### config.mk
export PLATFORM = sky130hd
export DESIGN_NAME = mem_bus_arbiter
export DESIGN_NICKNAME = d
export VERILOG_FILES = /design/src/rtl/mem_bus_arbiter_pkg.sv /design/src/rtl/mem_bus_arbiter_rr.sv /design/src/rtl/mem_bus_arbiter.sv
export SDC_FILE = /design/constraint.sdc
export NUM_CORES = 1
export LEC_CHECK = 0
export ABC_AREA = 0
export CAP_MARGIN = 20
export CORE_ASPECT_RATIO = 0.5
export CORE_MARGIN = 4
export CORE_UTILIZATION = 57
export DETAILED_ROUTE_END_ITERATION = 16
export DONT_BUFFER_PORTS = 1
export GPL_TIMING_DRIVEN = 0
export PLACE_DENSITY_LB_ADDON = 0.15
export SLEW_MARGIN = 25
export SYNTH_ARGS = -nofsm -noshare
export SYNTH_HDL_FRONTEND = slang
export SYNTH_SLANG_ARGS = --single-unit
### constraint.sdc
create_clock -name clk -period 1.5 [get_ports clk]
set_input_delay 0.3 -clock clk [delete_from_list [all_inputs] [get_ports clk]]
set_output_delay 0.3 -clock clk [all_outputs]
set_load 0.01 [all_outputs]
### src/rtl/mem_bus_arbiter_pkg.sv
// Shared definitions for the two-requester memory bus arbiter:
// transaction FSM encoding and requester identifiers.
package mem_bus_arbiter_pkg;

  typedef enum logic [1:0] {
    ST_IDLE = 2'd0,
    ST_BUSY = 2'd1,
    ST_DONE = 2'd2
  } state_t;

  localparam logic M0 = 1'b0;
  localparam logic M1 = 1'b1;

endpackage

### src/rtl/mem_bus_arbiter_rr.sv
// Combinational two-way round-robin winner select: the requester named by
// rr_ptr wins if it is requesting, otherwise the other one does.
module rr_arbiter2
  import mem_bus_arbiter_pkg::*;
(
  input  logic [1:0] req,
  input  logic       rr_ptr,
  output logic       any_req,
  output logic       winner
);

  always_comb begin
    any_req = |req;
    if (rr_ptr == M0) begin
      winner = req[0] ? M0 : M1;
    end else begin
      winner = req[1] ? M1 : M0;
    end
  end

endmodule

### src/rtl/mem_bus_arbiter.sv
// Serialises m0/m1 transactions onto the single Mem_top port, one at a time,
// with round-robin ownership and a watchdog that aborts unanswered requests.
module mem_bus_arbiter
  import mem_bus_arbiter_pkg::*;
#(
  parameter  int MEM_DEPTH  = 8,
  parameter  int DATA_WIDTH = 32,
  parameter  int TIMEOUT    = 15,
  localparam int ADDR_WIDTH = $clog2(MEM_DEPTH)
) (
  input  logic                  clk,
  input  logic                  reset,
  input  logic                  m0_req_valid,
  input  logic                  m0_we,
  input  logic [ADDR_WIDTH-1:0] m0_addr,
  input  logic [DATA_WIDTH-1:0] m0_wdata,
  output logic                  m0_done,
  output logic                  m0_err,
  output logic [DATA_WIDTH-1:0] m0_rdata,
  input  logic                  m1_req_valid,
  input  logic                  m1_we,
  input  logic [ADDR_WIDTH-1:0] m1_addr,
  input  logic [DATA_WIDTH-1:0] m1_wdata,
  output logic                  m1_done,
  output logic                  m1_err,
  output logic [DATA_WIDTH-1:0] m1_rdata,
  output logic                  mem_req_valid,
  output logic                  mem_we,
  output logic [ADDR_WIDTH-1:0] mem_addr,
  output logic [DATA_WIDTH-1:0] mem_wdata,
  input  logic [DATA_WIDTH-1:0] mem_rdata,
  input  logic                  mem_data_valid,
  output logic                  grant_id
);

  localparam int TW = $clog2(TIMEOUT + 1);

  state_t                state_reg, state_next;
  logic                  rr_ptr_reg, rr_ptr_next;
  logic [TW-1:0]         timer_reg, timer_next;
  logic                  grant_reg, grant_next;
  logic                  mem_req_reg, mem_req_next;
  logic                  mem_we_reg, mem_we_next;
  logic [ADDR_WIDTH-1:0] mem_addr_reg, mem_addr_next;
  logic [DATA_WIDTH-1:0] mem_wdata_reg, mem_wdata_next;
  logic [1:0]            done_reg, done_next;
  logic [1:0]            err_reg, err_next;
  logic [1:0]            rdata_load;
  logic [DATA_WIDTH-1:0] rdata_reg [2];

  logic any_req;
  logic winner;

  rr_arbiter2 u_rr (
    .req     ({m1_req_valid, m0_req_valid}),
    .rr_ptr  (rr_ptr_reg),
    .any_req (any_req),
    .winner  (winner)
  );

  always_ff @(posedge clk or negedge reset) begin
    if (!reset) begin
      state_reg     <= ST_IDLE;
      rr_ptr_reg    <= M0;
      timer_reg     <= '0;
      grant_reg     <= M0;
      mem_req_reg   <= 1'b0;
      mem_we_reg    <= 1'b0;
      mem_addr_reg  <= '0;
      mem_wdata_reg <= '0;
      done_reg      <= '0;
      err_reg       <= '0;
    end else begin
      state_reg     <= state_next;
      rr_ptr_reg    <= rr_ptr_next;
      timer_reg     <= timer_next;
      grant_reg     <= grant_next;
      mem_req_reg   <= mem_req_next;
      mem_we_reg    <= mem_we_next;
      mem_addr_reg  <= mem_addr_next;
      mem_wdata_reg <= mem_wdata_next;
      done_reg      <= done_next;
      err_reg       <= err_next;
    end
  end

  // Read data is per requester and survives until that requester's next read.
  for (genvar gi = 0; gi < 2; gi++) begin : g_rdata
    always_ff @(posedge clk or negedge reset) begin
      if (!reset) begin
        rdata_reg[gi] <= '0;
      end else if (rdata_load[gi]) begin
        rdata_reg[gi] <= mem_rdata;
      end
    end
  end

  always_comb begin
    state_next     = state_reg;
    rr_ptr_next    = rr_ptr_reg;
    timer_next     = timer_reg;
    grant_next     = grant_reg;
    mem_req_next   = mem_req_reg;
    mem_we_next    = mem_we_reg;
    mem_addr_next  = mem_addr_reg;
    mem_wdata_next = mem_wdata_reg;
    done_next      = '0;
    err_next       = '0;
    rdata_load     = '0;
    case (state_reg)
      ST_IDLE: begin
        if (any_req) begin
          grant_next     = winner;
          mem_we_next    = (winner == M1) ? m1_we    : m0_we;
          mem_addr_next  = (winner == M1) ? m1_addr  : m0_addr;
          mem_wdata_next = (winner == M1) ? m1_wdata : m0_wdata;
          mem_req_next   = 1'b1;
          timer_next     = '0;
          state_next     = ST_BUSY;
        end
      end
      ST_BUSY: begin
        // An ack arriving on the last allowed cycle still counts as success.
        if (mem_data_valid) begin
          mem_req_next          = 1'b0;
          done_next[grant_reg]  = 1'b1;
          rdata_load[grant_reg] = ~mem_we_reg;
          state_next            = ST_DONE;
        end else if (timer_reg == TW'(TIMEOUT - 1)) begin
          mem_req_next         = 1'b0;
          done_next[grant_reg] = 1'b1;
          err_next[grant_reg]  = 1'b1;
          state_next           = ST_DONE;
        end else begin
          timer_next = timer_reg + 1'b1;
        end
      end
      ST_DONE: begin
        // One dead cycle lets the finished requester drop req_valid before re-arbitration.
        rr_ptr_next = ~grant_reg;
        state_next  = ST_IDLE;
      end
      default: state_next = ST_IDLE;
    endcase
  end

  assign m0_done       = done_reg[0];
  assign m1_done       = done_reg[1];
  assign m0_err        = err_reg[0];
  assign m1_err        = err_reg[1];
  assign m0_rdata      = rdata_reg[0];
  assign m1_rdata      = rdata_reg[1];
  assign mem_req_valid = mem_req_reg;
  assign mem_we        = mem_we_reg;
  assign mem_addr      = mem_addr_reg;
  assign mem_wdata     = mem_wdata_reg;
  assign grant_id      = grant_reg;

endmodule

# Yosys cells after proc, flatten, opt, wreduce, memory -nomap -nowiden

Index checks and enable logic that the tools add are counted.

Logic and storage cells: 60
Register bits: 113
Output and inout port bits: 106

Reduce and logical (&&, ||, !) cells: 8
Bitwise logic cells: 3
Add/sub/neg operators: 1
Muxes and demuxes: 27
Equal/unequal tests: 7
$lt $le $gt $ge: 2

Operators with widths:

| operator              | count |
|---|---|
| $mux W32              | 1 |
| $mux W2               | 10 |
| $mux W4               | 3 |
| $mux W1               | 8 |
| $pmux W4 S2           | 1 |
| $ne A2 B2 Y1 const B  | 3 |
| $add A4 B1 Y4 const B | 1 |
| $eq A4 B4 Y1 const B  | 1 |
| $pmux W2 S2           | 1 |
| $reduce_and A2 Y1     | 2 |
| $reduce_and A4 Y1     | 1 |
| $mux W3               | 1 |
| $ne A3 B3 Y1 const B  | 1 |
| $reduce_and A3 Y1     | 1 |
| $and A2 B2 Y2         | 1 |
| $eq A2 B1 Y1 const B  | 1 |
| $eq A2 B2 Y1 const B  | 1 |
| $logic_not A2 Y1      | 1 |
| $lt A1 B2 Y1 const B  | 1 |
| $not A1 Y1            | 2 |
| $pmux W1 S2           | 1 |
| $reduce_bool A2 Y1    | 1 |
| $reduce_or A2 Y1      | 1 |
| $demux W1 S1          | 1 |
| 2 further kinds       | 2 |

# Depth between registers and ports, before layout

Word-level depth: 7
Depth in mapped cells: 6

# By module

From an unflattened synthesis, not the netlist that was laid out.

Cell total of the unflattened synthesis: 348
Area, all modules: 4682.0 um^2

By module, submodules not included:

| module          | instances | area each (um^2) | cells an instance |
|---|---|---|---|
| mem_bus_arbiter | 1         | 4662.0           | 345 |
| rr_arbiter2     | 1         | 20.0             | 3 |

# Worst setup path after synthesis

OpenSTA, ideal clock, no wires.

Path kind: reg2reg
Start: register grant_reg (netlist: grant_id)
End: register rdata_reg, in the netlist m0_rdata[0]
Arrival: 1409 ps
Setup time: 125 ps
Stages on the path, launching flop included: 6
Buffers on the path: 3
Required time: 1375 ps
Clock period less this slack: 1534 ps
Slack: -34 ps
Cells stage by stage: dfrtp_1 clkbuf_1 and4bb_1 buf_4 buf_6 mux2_4

Word-level cells in the longest chain between the ends: 7
Elaborated cells on any way between the ends: 8
Those cells by class: order compare: 2; mux: 4; bitwise: 1; reduce/logical: 1

Ends and longest elaborated chain:

| what                                                                      | RTL line               | source |
|---|---|---|
| start, declared                                                           | mem_bus_arbiter.sv:41  | `logic grant_reg, grant_next;` |
| start signal, assigned                                                    | mem_bus_arbiter.sv:77  | `grant_reg <= grant_next;` |
| $lt A1 B2 Y1 (not written as such) / $ge A1 B1 Y1 (equally long branches) | mem_bus_arbiter.sv:127 | `rdata_load[grant_reg] = ~mem_we_reg;` |
| $logic_and A1 B1 Y1 (not written as such)                                 | mem_bus_arbiter.sv:127 |  |
| $mux W1 (not written as such)                                             | mem_bus_arbiter.sv:127 |  |
| $demux W1 S1 *                                                            | mem_bus_arbiter.sv:127 |  |
| $and A2 B2 Y2 (no source line) *                                          | --                     |  |
| $mux W2 *                                                                 | mem_bus_arbiter.sv:124 | `if (mem_data_valid) begin` |
| $mux W2 *                                                                 | mem_bus_arbiter.sv:110 | `case (state_reg)` |
| end signal, assigned by index                                             | mem_bus_arbiter.sv:93  | `rdata_reg[gi] <= mem_rdata;` |
| end, declared                                                             | mem_bus_arbiter.sv:49  | `logic [DATA_WIDTH-1:0] rdata_reg [2];` |

Mark *: on every way between the ends. The rest lies on a longest branch, timed or not.
A chain may end at the register's enable or synchronous reset.

# Worst setup path in the final report

Start: register grant_reg (netlist: grant_id)
End: register rdata_reg, in the netlist m0_rdata[9]

Same word-level chain as after synthesis.

==> impl_metrics.csv <==
group,metric,value,unit
status,status,"complete, but fails checks",
status,failed_checks,"hold timing, setup timing",
routing,routedWlPerCell,23.8,um
floorplan,die_height,73.7,um
worst_setup_path,critPathRequiredTime,1.78,ns
clock_network,cts_root_buffer,"clkbuf_16",
synth,ys_async_sr_fraction,1.00,
sta,period_share,1.07,
power,p_per_area,2430,mW/mm2
synth,ys.flop_type,"dfrtp_1",
sta,fin_crit,1.61,ns
worst_setup_path,critPathKind,"flop to flop",
worst_setup_path,timing.rr.end,"m0_rdata[9]$_DFFE_PN0P_",
sta,rsz0062_at_grt,"yes",
worst_setup_path,start_kind,"flop",
sta,clock_skew,0.00823,ns
routing,first_iter_violations,167,
place,place.gp.congestion,0.811,
sta,fmax,622,MHz
clock_network,cts_buffer_depth,2,
sta,drv_slew,0,
routing,drt-total-wl,13300,um
worst_hold_path,min_path_type,"input pin to asynchronous set/reset pin",
power,power.leakage,2.65,nW
final_layout,area_growth,21.9,%
sta,setup_viol,96,
synth,synth_top_family_by_area,"multiplexers",
sta,totalNegativeSetupSlack,-4.79,ns
place,dp_hpwl,9070,um
floorplan,start_util,0.600,
sta,max_slew_margin,0.579,
routing,drc,0,
synth,yosys.area_share.simple,0.0755,
clock_network,cts_sinks,113,
final_layout,multi_input_area,0.00197,mm2
final_layout,regArea,0.00283,mm2
floorplan,fp-row-count,23,
floorplan,dieWidth,139,um
place,portBuffers,0,
synth,synthXorXnorAreaFrac,0,
floorplan,ios,215,
synth,synth-edff-count,0,
synth,synth_fa_ha_area_frac,0.00509,
sta,finalHoldViolCount,113,
sta,tightest_slew,0.629,ns
final_layout,stdcell_count,559,
global_route,grt_start_max_net_pins,114,
global_route,grt-ovfl-total,0,
worst_setup_path,crit_path_end_kind,"flop",
floorplan,die-area,0.0103,mm2
routing,dr.pass1.iters,4,
synth,ys_seq_elements,113,
worst_setup_path,r2r_slack,-0.11,ns
worst_setup_path,worstPathArrival,1.89,ns
global_route,grt_usage,0.251,
place,dp.cells,513,
synth,yosysSeqAreaShare,0.575,
worst_setup_path,timing.rr.start,"grant_id$_DFFE_PN0P_",
sta,finalWorstSetupSlack,-0.108,ns
worst_setup_path,crit_fanout,10,
synth,muxShareOfSynthArea,0.169,
floorplan,core,0.00820,mm2
sta,whs,-0.408,ns
clock_network,numCtsBuffers,17,
synth,synth_nets,512,
final_layout,drive_gt1_frac,0.322,
final_layout,diodes,0,
clock_network,tritoncts,"done",
synth,syn-instance-count,401,
final_layout,fin_util,0.732,
routing,final_antenna_net_count,0,
global_route,grt_pass1_vias,3617,
synth,yosysWarnings,0,
global_route,antenna_found_initial,0,
clock_network,clk_pin_slew_worst_paths,0.05,ns
final_layout,nFillCells,544,
synth,synth-compound-area-share,0.136,
global_route,grt_pass1_wl,19900,um
routing,vias_per_cell,6.32,
routing,dr_total_vias,3534,
synth,synth.cell_area,0.00492,mm2
clock_network,clk_latency,0.40,ns
power,ir_drop,0.00150,V
final_layout,nNetsFinal,545,
synth,syn_area_per_cell,12.3,um2
synth,synth_cell_types,37,
flow_run,maxCapViolations,0,
worst_setup_path,r2r_cells,5,
clock_network,htreeDepth,4,
## placed cells by master (no fill, tap or decap), types with 10 or more instances in the layout
| master | n |
|---|---|
| nand3_1 | 41 |
| mux2_1 | 10 |
| o21ai_0 | 39 |
| buf_4 | 10 |
| dfrtp_1 | 111 |
| clkbuf_2 | 10 |
| a31oi_1 | 36 |
| mux2_2 | 17 |
| mux2_4 | 37 |
| clkbuf_16 | 19 |
| a21oi_1 | 36 |
## how the worst max path moves through the flow
stage | start | to | slack [ns]
floorplan | grant_id$_DFFE_PN0P_ | m0_rdata[0]$_DFFE_PN0P_ | -0.01
global placement | grant_id$_DFFE_PN0P_ | m0_rdata[6]$_DFFE_PN0P_ | -0.12
detailed placement | grant_id$_DFFE_PN0P_ | m0_rdata[9]$_DFFE_PN0P_ | -0.15
CTS | grant_id$_DFFE_PN0P_ | m0_rdata[29]$_DFFE_PN0P_ | -0.11
global route | state_reg[1]$_DFFE_PN0P_ | m1_rdata[24]$_DFFE_PN0P_ | -0.17
finish | grant_id$_DFFE_PN0P_ | m0_rdata[9]$_DFFE_PN0P_ | -0.11
## critical path: stages, from the launching register on
cell      delay, ns
dfrtp_1        0.43
buf_8          0.15
and4bb_1       0.27
buf_6          0.17
buf_12         0.16
mux2_4         0.31
## stage by stage
stage	power (mW)	instance area, um2	setup WS [ns]
floorplan	8.77	4920	-0.0111
global placement	9.59	5060	-0.124
detailed placement	9.84	5060	-0.152
CTS	14.1	5770	-0.110
global route	15.3	6000	-0.171
finish	14.6	6000	-0.108
## power breakdown
group	switching, mW	leakage, nW	internal, mW
Clock	1.41	0.287	2.66
Combinational	1.81	1.01	2.22
Sequential	1.92	1.35	4.53
Total	5.14	2.65	9.41
## cell type report
class	instances	area share
buffer	35	0.0471
timing repair buffer	14	0.0261
sequential	113	0.472
multi-input combinational	248	0.328
clock inverter	12	0.0263
clock buffer	20	0.0745
tap	112	0.0234
inverter	5	0.00313
## routing by layer
metal / track usage / vias to the layer above / wire length, um
met2: 0.418 / 180 / 6680
met4: 0.0911 / 0 / 187
met1: 0.296 / 1783 / 4950
li1: - / 1552 / -
met3: 0.111 / 19 / 1470
met5: 0 / - / 0
## synth_stat cells (2+ instances only)
master | n | area [um2]
a31oi_1 | 36 | 225
mux2_4 | 30 | 450
and3_1 | 2 | 12.5
nor2b_1 | 2 | 12.5
nand3_1 | 41 | 205
o211ai_1 | 2 | 15.0
or2_2 | 2 | 12.5
o21ai_0 | 40 | 200
a21oi_1 | 36 | 180
dfrtp_1 | 113 | 2830
ha_1 | 2 | 25.0
nand2b_1 | 2 | 12.5
inv_1 | 5 | 18.8
o31ai_1 | 2 | 15.0
mux2_2 | 17 | 191
mux2_1 | 17 | 191
nor2_1 | 3 | 11.3
clkbuf_1 | 15 | 56.3
buf_2 | 14 | 70.1
buf_6 | 3 | 33.8
## repair_timing
action	4_1_cts	5_1_grt
buffers inserted	5	7
pin swaps	0	2
gates resized for setup	20	52
endpoints found under the hold margin	113	113
gates cloned	0	2
endpoints found under the setup margin	92	96
## kinds of logic (layout without fill, tap and decap cells)
group / after synthesis / count (layout)
mux: 64 / 64
buf+inv: 40 / 86
fa+ha+maj: 2 / 2
compound gates: 120 / 120
flops: 113 / 113
simple gates: 62 / 62
Power figures use the tool's default switching activity.
